File: config.mk
export PLATFORM = sky130hd
export DESIGN_NAME = taxi_ram_rd_stream
export DESIGN_NICKNAME = d
export VERILOG_FILES = /design/src/rtl/taxi_ram_rd_stream_pkg.sv /design/src/rtl/taxi_ram_rd_stream_fifo.sv /design/src/rtl/taxi_ram_rd_stream.sv
export SDC_FILE = /design/constraint.sdc
export NUM_CORES = 1
export LEC_CHECK = 0
export ABC_AREA = 1
export CAP_MARGIN = 20
export CORE_ASPECT_RATIO = 1.75
export CORE_UTILIZATION = 55
export DETAILED_ROUTE_END_ITERATION = 10
export PLACE_DENSITY = 0.81
export SLEW_MARGIN = 20
export SYNTH_ARGS = -nofsm -noshare
export SYNTH_HDL_FRONTEND = slang
export SYNTH_HIERARCHICAL = 1
export SYNTH_SLANG_ARGS = --single-unit
File: constraint.sdc
create_clock -name clk -period 2.31 [get_ports clk]
set_input_delay 0.462 -clock clk [delete_from_list [all_inputs] [get_ports clk]]
set_output_delay 0.462 -clock clk [all_outputs]
set_load 0.005 [all_outputs]
File: src/rtl/taxi_ram_rd_stream_pkg.sv
// Shared constants and helpers for the RAM read streamer and its output FIFO.
package taxi_ram_rd_stream_pkg;

    localparam int FIFO_DEPTH = 3;

    typedef logic [1:0] fifo_count_t;
    typedef logic [1:0] fifo_ptr_t;
    typedef logic [2:0] credit_t;

    // Reads may be issued only while buffered beats plus the read in flight stay below this.
    localparam credit_t CREDIT_LIMIT = 3'(FIFO_DEPTH);

    function automatic fifo_ptr_t fifo_ptr_next(input fifo_ptr_t ptr);
        return (ptr == 2'(FIFO_DEPTH - 1)) ? '0 : ptr + 2'd1;
    endfunction

endpackage

File: src/rtl/taxi_ram_rd_stream_fifo.sv
// Three-entry register FIFO holding {last, data} beats between the RAM read port and the stream.
module taxi_ram_rd_stream_fifo
    import taxi_ram_rd_stream_pkg::*;
#(
    parameter int DATA_W = 16
) (
    input  logic            clk,
    input  logic            rst_n,
    input  logic            push,
    input  logic [DATA_W:0] push_data,
    input  logic            pop,
    output logic [DATA_W:0] head_data,
    output fifo_count_t     count
);

    logic [DATA_W:0] mem_q [FIFO_DEPTH];
    fifo_ptr_t       wr_ptr_q;
    fifo_ptr_t       rd_ptr_q;
    fifo_count_t     count_q;
    logic            do_push;
    logic            do_pop;

    assign do_pop  = pop && (count_q != '0);
    assign do_push = push && ((count_q != 2'(FIFO_DEPTH)) || do_pop);

    // NOTE: the storage is reset as well, so m_tdata/m_tlast read zero straight out of reset.
    always_ff @(posedge clk or negedge rst_n) begin
        if (!rst_n) begin
            for (int i = 0; i < FIFO_DEPTH; i++) begin
                mem_q[i] <= '0;
            end
            wr_ptr_q <= '0;
            rd_ptr_q <= '0;
            count_q  <= '0;
        end else begin
            if (do_push) begin
                mem_q[wr_ptr_q] <= push_data;
                wr_ptr_q        <= fifo_ptr_next(wr_ptr_q);
            end
            if (do_pop) begin
                rd_ptr_q <= fifo_ptr_next(rd_ptr_q);
            end
            case ({do_push, do_pop})
                2'b10:   count_q <= count_q + 2'd1;
                2'b01:   count_q <= count_q - 2'd1;
                default: count_q <= count_q;
            endcase
        end
    end

    assign head_data = mem_q[rd_ptr_q];
    assign count     = count_q;

endmodule

File: src/rtl/taxi_ram_rd_stream.sv
// Plays a (base address, length) region of a registered-read RAM back as a valid/ready stream.
module taxi_ram_rd_stream
    import taxi_ram_rd_stream_pkg::*;
#(
    parameter int ADDR_W = 16,
    parameter int DATA_W = 16,
    parameter int LEN_W  = ADDR_W + 1
) (
    input  logic              clk,
    input  logic              rst_n,
    input  logic [ADDR_W-1:0] cmd_addr,
    input  logic [LEN_W-1:0]  cmd_len,
    input  logic              cmd_valid,
    output logic              cmd_ready,
    output logic              ram_rd_en,
    output logic [ADDR_W-1:0] ram_rd_addr,
    input  logic [DATA_W-1:0] ram_rd_data,
    output logic [DATA_W-1:0] m_tdata,
    output logic              m_tvalid,
    input  logic              m_tready,
    output logic              m_tlast,
    output logic              busy
);

    localparam logic [0:0] ST_IDLE = 1'b0;
    localparam logic [0:0] ST_READ = 1'b1;

    logic [0:0]        state_q;
    logic [0:0]        state_d;
    logic              cmd_ready_q;
    logic [ADDR_W-1:0] addr_q;
    logic [ADDR_W-1:0] last_addr_q;
    logic [LEN_W-1:0]  remaining_q;
    logic              inflight_q;
    logic              rd_last_q;

    logic              cmd_start;
    logic              issue;
    logic              issue_last;
    credit_t           credit_used;
    fifo_count_t       fifo_count;
    logic [DATA_W:0]   fifo_head;

    assign cmd_start   = cmd_valid && cmd_ready_q && (cmd_len != '0);
    // Credit uses only registered state, so m_tready never reaches the RAM port combinationally.
    assign credit_used = credit_t'(fifo_count) + credit_t'(inflight_q);
    assign issue       = (state_q == ST_READ) && (credit_used < CREDIT_LIMIT);
    assign issue_last  = issue && (remaining_q == LEN_W'(1));

    // NOTE: state_d gets a default before the case so no latch is inferred.
    always_comb begin
        state_d = state_q;
        case (state_q)
            ST_IDLE: if (cmd_start)  state_d = ST_READ;
            ST_READ: if (issue_last) state_d = ST_IDLE;
            default: state_d = ST_IDLE;
        endcase
    end

    always_ff @(posedge clk or negedge rst_n) begin
        if (!rst_n) begin
            state_q     <= ST_IDLE;
            cmd_ready_q <= 1'b0;
            addr_q      <= '0;
            last_addr_q <= '0;
            remaining_q <= '0;
            inflight_q  <= 1'b0;
            rd_last_q   <= 1'b0;
        end else begin
            state_q     <= state_d;
            cmd_ready_q <= (state_d == ST_IDLE);
            inflight_q  <= issue;
            rd_last_q   <= issue_last;
            if (cmd_start) begin
                addr_q      <= cmd_addr;
                remaining_q <= cmd_len;
            end else if (issue) begin
                addr_q      <= addr_q + 1'b1;
                remaining_q <= remaining_q - 1'b1;
                last_addr_q <= addr_q;
            end
        end
    end

    // The beat read last cycle lands on ram_rd_data now and is pushed with its last tag.
    taxi_ram_rd_stream_fifo #(
        .DATA_W (DATA_W)
    ) u_fifo (
        .clk       (clk),
        .rst_n     (rst_n),
        .push      (inflight_q),
        .push_data ({rd_last_q, ram_rd_data}),
        .pop       (m_tvalid && m_tready),
        .head_data (fifo_head),
        .count     (fifo_count)
    );

    assign cmd_ready   = cmd_ready_q;
    assign ram_rd_en   = issue;
    assign ram_rd_addr = issue ? addr_q : last_addr_q;
    assign m_tvalid    = (fifo_count != '0);
    assign m_tdata     = fifo_head[DATA_W-1:0];
    assign m_tlast     = fifo_head[DATA_W];
    assign busy        = (state_q == ST_READ) || inflight_q || m_tvalid;

endmodule

==> results.py <==
metrics = {
    "power": {
        "powerDensity_nw_per_um2": 1770,
        "peakVddDrop_uv": 1190,
        "p_leak_nw": 4.40,
        "power_mw": 14.9,
    },
    "yosys": {
        "ys_ff_latch": 110,
        "synthAdderAreaFrac_pct": 1.21,
        "synth_nets": 901,
        "yosys.area_share.simple_pct": 42.1,
        "synth_top_family_by_area": "simple AND/OR/NAND/NOR gates",
        "syn-cell-area_sq_um": 6190,
        "netlist_instances": 842,
        "synth_compound_area_share_pct": 3.05,
        "synth_cell_type_count": 26,
        "synthMuxAreaShare_pct": 0,
        "synth_xor_area_share_pct": 1.70,
        "yosysSeqAreaShare_pct": 44.4,
        "synth_area_per_cell_sq_um": 7.36,
        "yosysWarnings": 6,
    },
    "grt": {
        "grt_max_degree": 57,
        "grt_pass1_vias": 6092,
        "grt_usage_pct": 32.4,
        "grt_overflow": 0,
        "antenna_found_initial": 0,
        "grt_pass1_wl_mm": 28.9,
    },
    "floorplan": {
        "die_w_um": 82.2,
        "start_util_pct": 57.2,
        "pin_count": 90,
        "die_area_sq_um": 11700,
        "placementRows": 50,
        "core_sq_um": 10800,
        "die_h_um": 142,
    },
    "detailed_routing": {
        "ant_nets": 0,
        "finalWirelength_mm": 19.6,
        "drc": 0,
        "drt_pass1_iterations": 5,
        "wl_per_cell_um": 17.5,
        "vias": 6517,
        "via_per_inst": 5.84,
        "first_iter_violations": 515,
    },
    "worst_setup_path": {
        "slowest_stage": "dfrtp_1",
        "cp_cell_sequence": "ha_2 > ha_4 > nand2_4 > nand3_4 > buf_6 > buf_16 > o21ai_4 > buf_2",
        "max_stage_delay_ns": 0.40,
        "reg2reg_setup_slack_ns": 0.02,
        "r2r_cells": 13,
        "arrival_ns": 1.99,
        "r2r_end": "state_q",
        "cp_top_family": "buffers and inverters",
        "crit_cells": 8,
        "crit_path_end_kind": "output port",
        "crit_start": "inflight_q",
        "critPathKind": "reg2out",
        "crit_path_start_kind": "register",
        "critPathCapture": "ram_rd_addr[14]",
        "timing.rr.start": "inflight_q",
        "worstPathRequired_ns": 1.85,
        "path_buf_inv": 3,
        "cp_max_fo": 6,
    },
    "timing": {
        "slew_violations": 0,
        "period_minus_slack_ns": 2.46,
        "setup_ws_ns": -0.147,
        "finalSetupViolations": 15,
        "hold_viol": 0,
        "whs_ns": 0.0619,
        "worst_pin_slew_ns": 0.727,
        "rsz0062_at_grt": "true",
        "relSlewSlack_pct": 51.5,
        "fmax_ghz": 0.407,
        "skew_ns": 0.00865,
        "fin_crit_sh_pct": 106,
    },
    "clock_network": {
        "cts_tree": "done",
        "cts_hold_buffers": 0,
        "clkTransAtPathRegs_ns": 0.08,
        "root_buffer": "clkbuf_16",
        "h-tree-depth": 3,
        "cts.path.max_buffers": 2,
        "clock_latency_ns": 0.36,
        "cts-buffers-inserted": 9,
        "cts.sinks": 110,
    },
    "placement": {
        "io_buffers": 89,
        "gp_congestion": 0.929,
        "dp_hpwl_mm": 11.4,
        "place_inst": 1046,
        "dp_slack_ns": -0.182,
    },
    "layout": {
        "syn2layout_area_growth_pct": 35.9,
        "seqCellArea_sq_um": 2760,
        "nFillCells": 762,
        "multi_input_area_sq_um": 3270,
        "nNetsFinal": 1041,
        "post-route-util_pct": 77.8,
        "drive_above_1_share_pct": 19.0,
        "antennaDiodeCount": 0,
        "finalNonFillerCells": 1116,
    },
    "min_path": {
        "hold_path_class": "in2async",
    },
    "status": {
        "status": "finished with violations",
        "violations": "negative setup slack",
    },
    "flow_run": {
        "max_cap_violations": 0,
    },
}
==> flip-flops by register name (all words and copies together), names as in the netlist <==
name	count
cmd_ready	1
last_addr_q	16
remaining_q	17
u_fifo/wr_ptr_q	2
addr_q	16
state_q	1
u_fifo/mem_q	51
u_fifo/rd_ptr_q	2
inflight_q	1
rd_last_q	1
u_fifo/count	2
==> how the worst min path moves through the flow <==
stage           from               end  slack (ns)  cells after the start
3_5_place_dp   rst_n  u_fifo/mem_q[10]        0.46                      1
3_3_place_gp   rst_n  u_fifo/mem_q[10]        0.45                      1
5_1_grt        rst_n  u_fifo/mem_q[11]        0.09                      1
4_1_cts        rst_n  u_fifo/mem_q[10]        0.07                      1
2_1_floorplan  rst_n         addr_q[0]        0.17                      0
6_report       rst_n  u_fifo/mem_q[11]        0.06                      1
==> per-stage QoR <==
| stage | area (sq um) | TNS [ns] |
|---|---|---|
| after CTS | 8040 | -0.725 |
| after global routing | 8420 | -2.84 |
| after detailed placement | 7230 | -1.65 |
| final | 8420 | -1.51 |
| after global placement | 7230 | -0.989 |
| after floorplan | 6190 | 0 |
==> power breakdown <==
group	internal [mW]	switching (mW)	total, mW
Combinational	4.58	5.15	9.73
Sequential	2.83	0.802	3.64
Clock	0.838	0.715	1.55
==> cell families after synthesis <==
logic type | count (synthesis)
AOI/OAI and AO/OA | 37
xor gates and xnor gates | 12
adders and majority gates | 6
buffers and inverters | 96
DFF | 110
and+or+nand+nor | 581
==> timing repair <==
item / 4_1_cts / 5_1_grt
cloned: 4 / 5
pin swaps: 7 / 12
setup buffers: 39 / 16
hold endpoints to repair: 0 / 0
resized for setup: 133 / 69
endpoints found under the setup margin: 35 / 43
==> synth_stat cells <==
master,instances,share of area (%)
nand2_1,330,20
dfrtp_1,110,44
nand3_1,104,8.4
nor2_1,62,3.8
nand4_1,61,6.2
inv_1,46,2.8
o21ai_1,30,2.4
clkbuf_1,13,0.79
buf_4,10,1.2
inv_2,9,0.55
xor2_1,9,1.3
buf_6,8,1.5
buf_2,7,0.57
nand3b_1,7,0.85
ha_1,6,1.2
o21ai_0,6,0.48
nor2_2,5,0.51
nor2_4,4,0.73
buf_1,3,0.18
nand3_4,3,0.85
xnor2_1,3,0.42
nand3_2,2,0.32
nand2_4,1,0.18
nor4_2,1,0.20
o2bb2ai_1,1,0.14
or2_1,1,0.10
==> routing by layer <==
layer	GRT usage, %	vias up	part of all wire, %
li1	-	3022	-
met1	36.2	3080	35
met2	57.9	344	54
met3	5.45	71	6.7
met4	14.8	0	4.1
met5	0	-	0
==> layout make-up <==
type,count,share of cell area (%)
inverter,55,2.48
clock buffer,10,2.72
sequential,110,32.7
timing repair buffer,170,20.5
clock inverter,5,0.699
tap,130,1.93
multi-input combinational,636,38.9
==> layout by cell type (no fill, tap or decap), drive strengths merged <==
cell,Yosys,layout
nand4,61,61
bufinv,0,1
xor2,9,9
clkdlybuf4s50,0,54
dlymetal6s2s,0,16
or2,1,1
nor2,71,71
inv,55,56
dlygate4sd2,0,1
clkinv,0,1
buf,28,96
dfrtp,110,110
nand3,109,109
o21ai,36,36
ha,6,6
clkinvlp,0,2
nand3b,7,7
o2bb2ai,1,1
nor4,1,1
clkbuf,13,13
nand2,331,331
xnor2,3,3
Note: power is estimated with default switching activity, not from simulation.
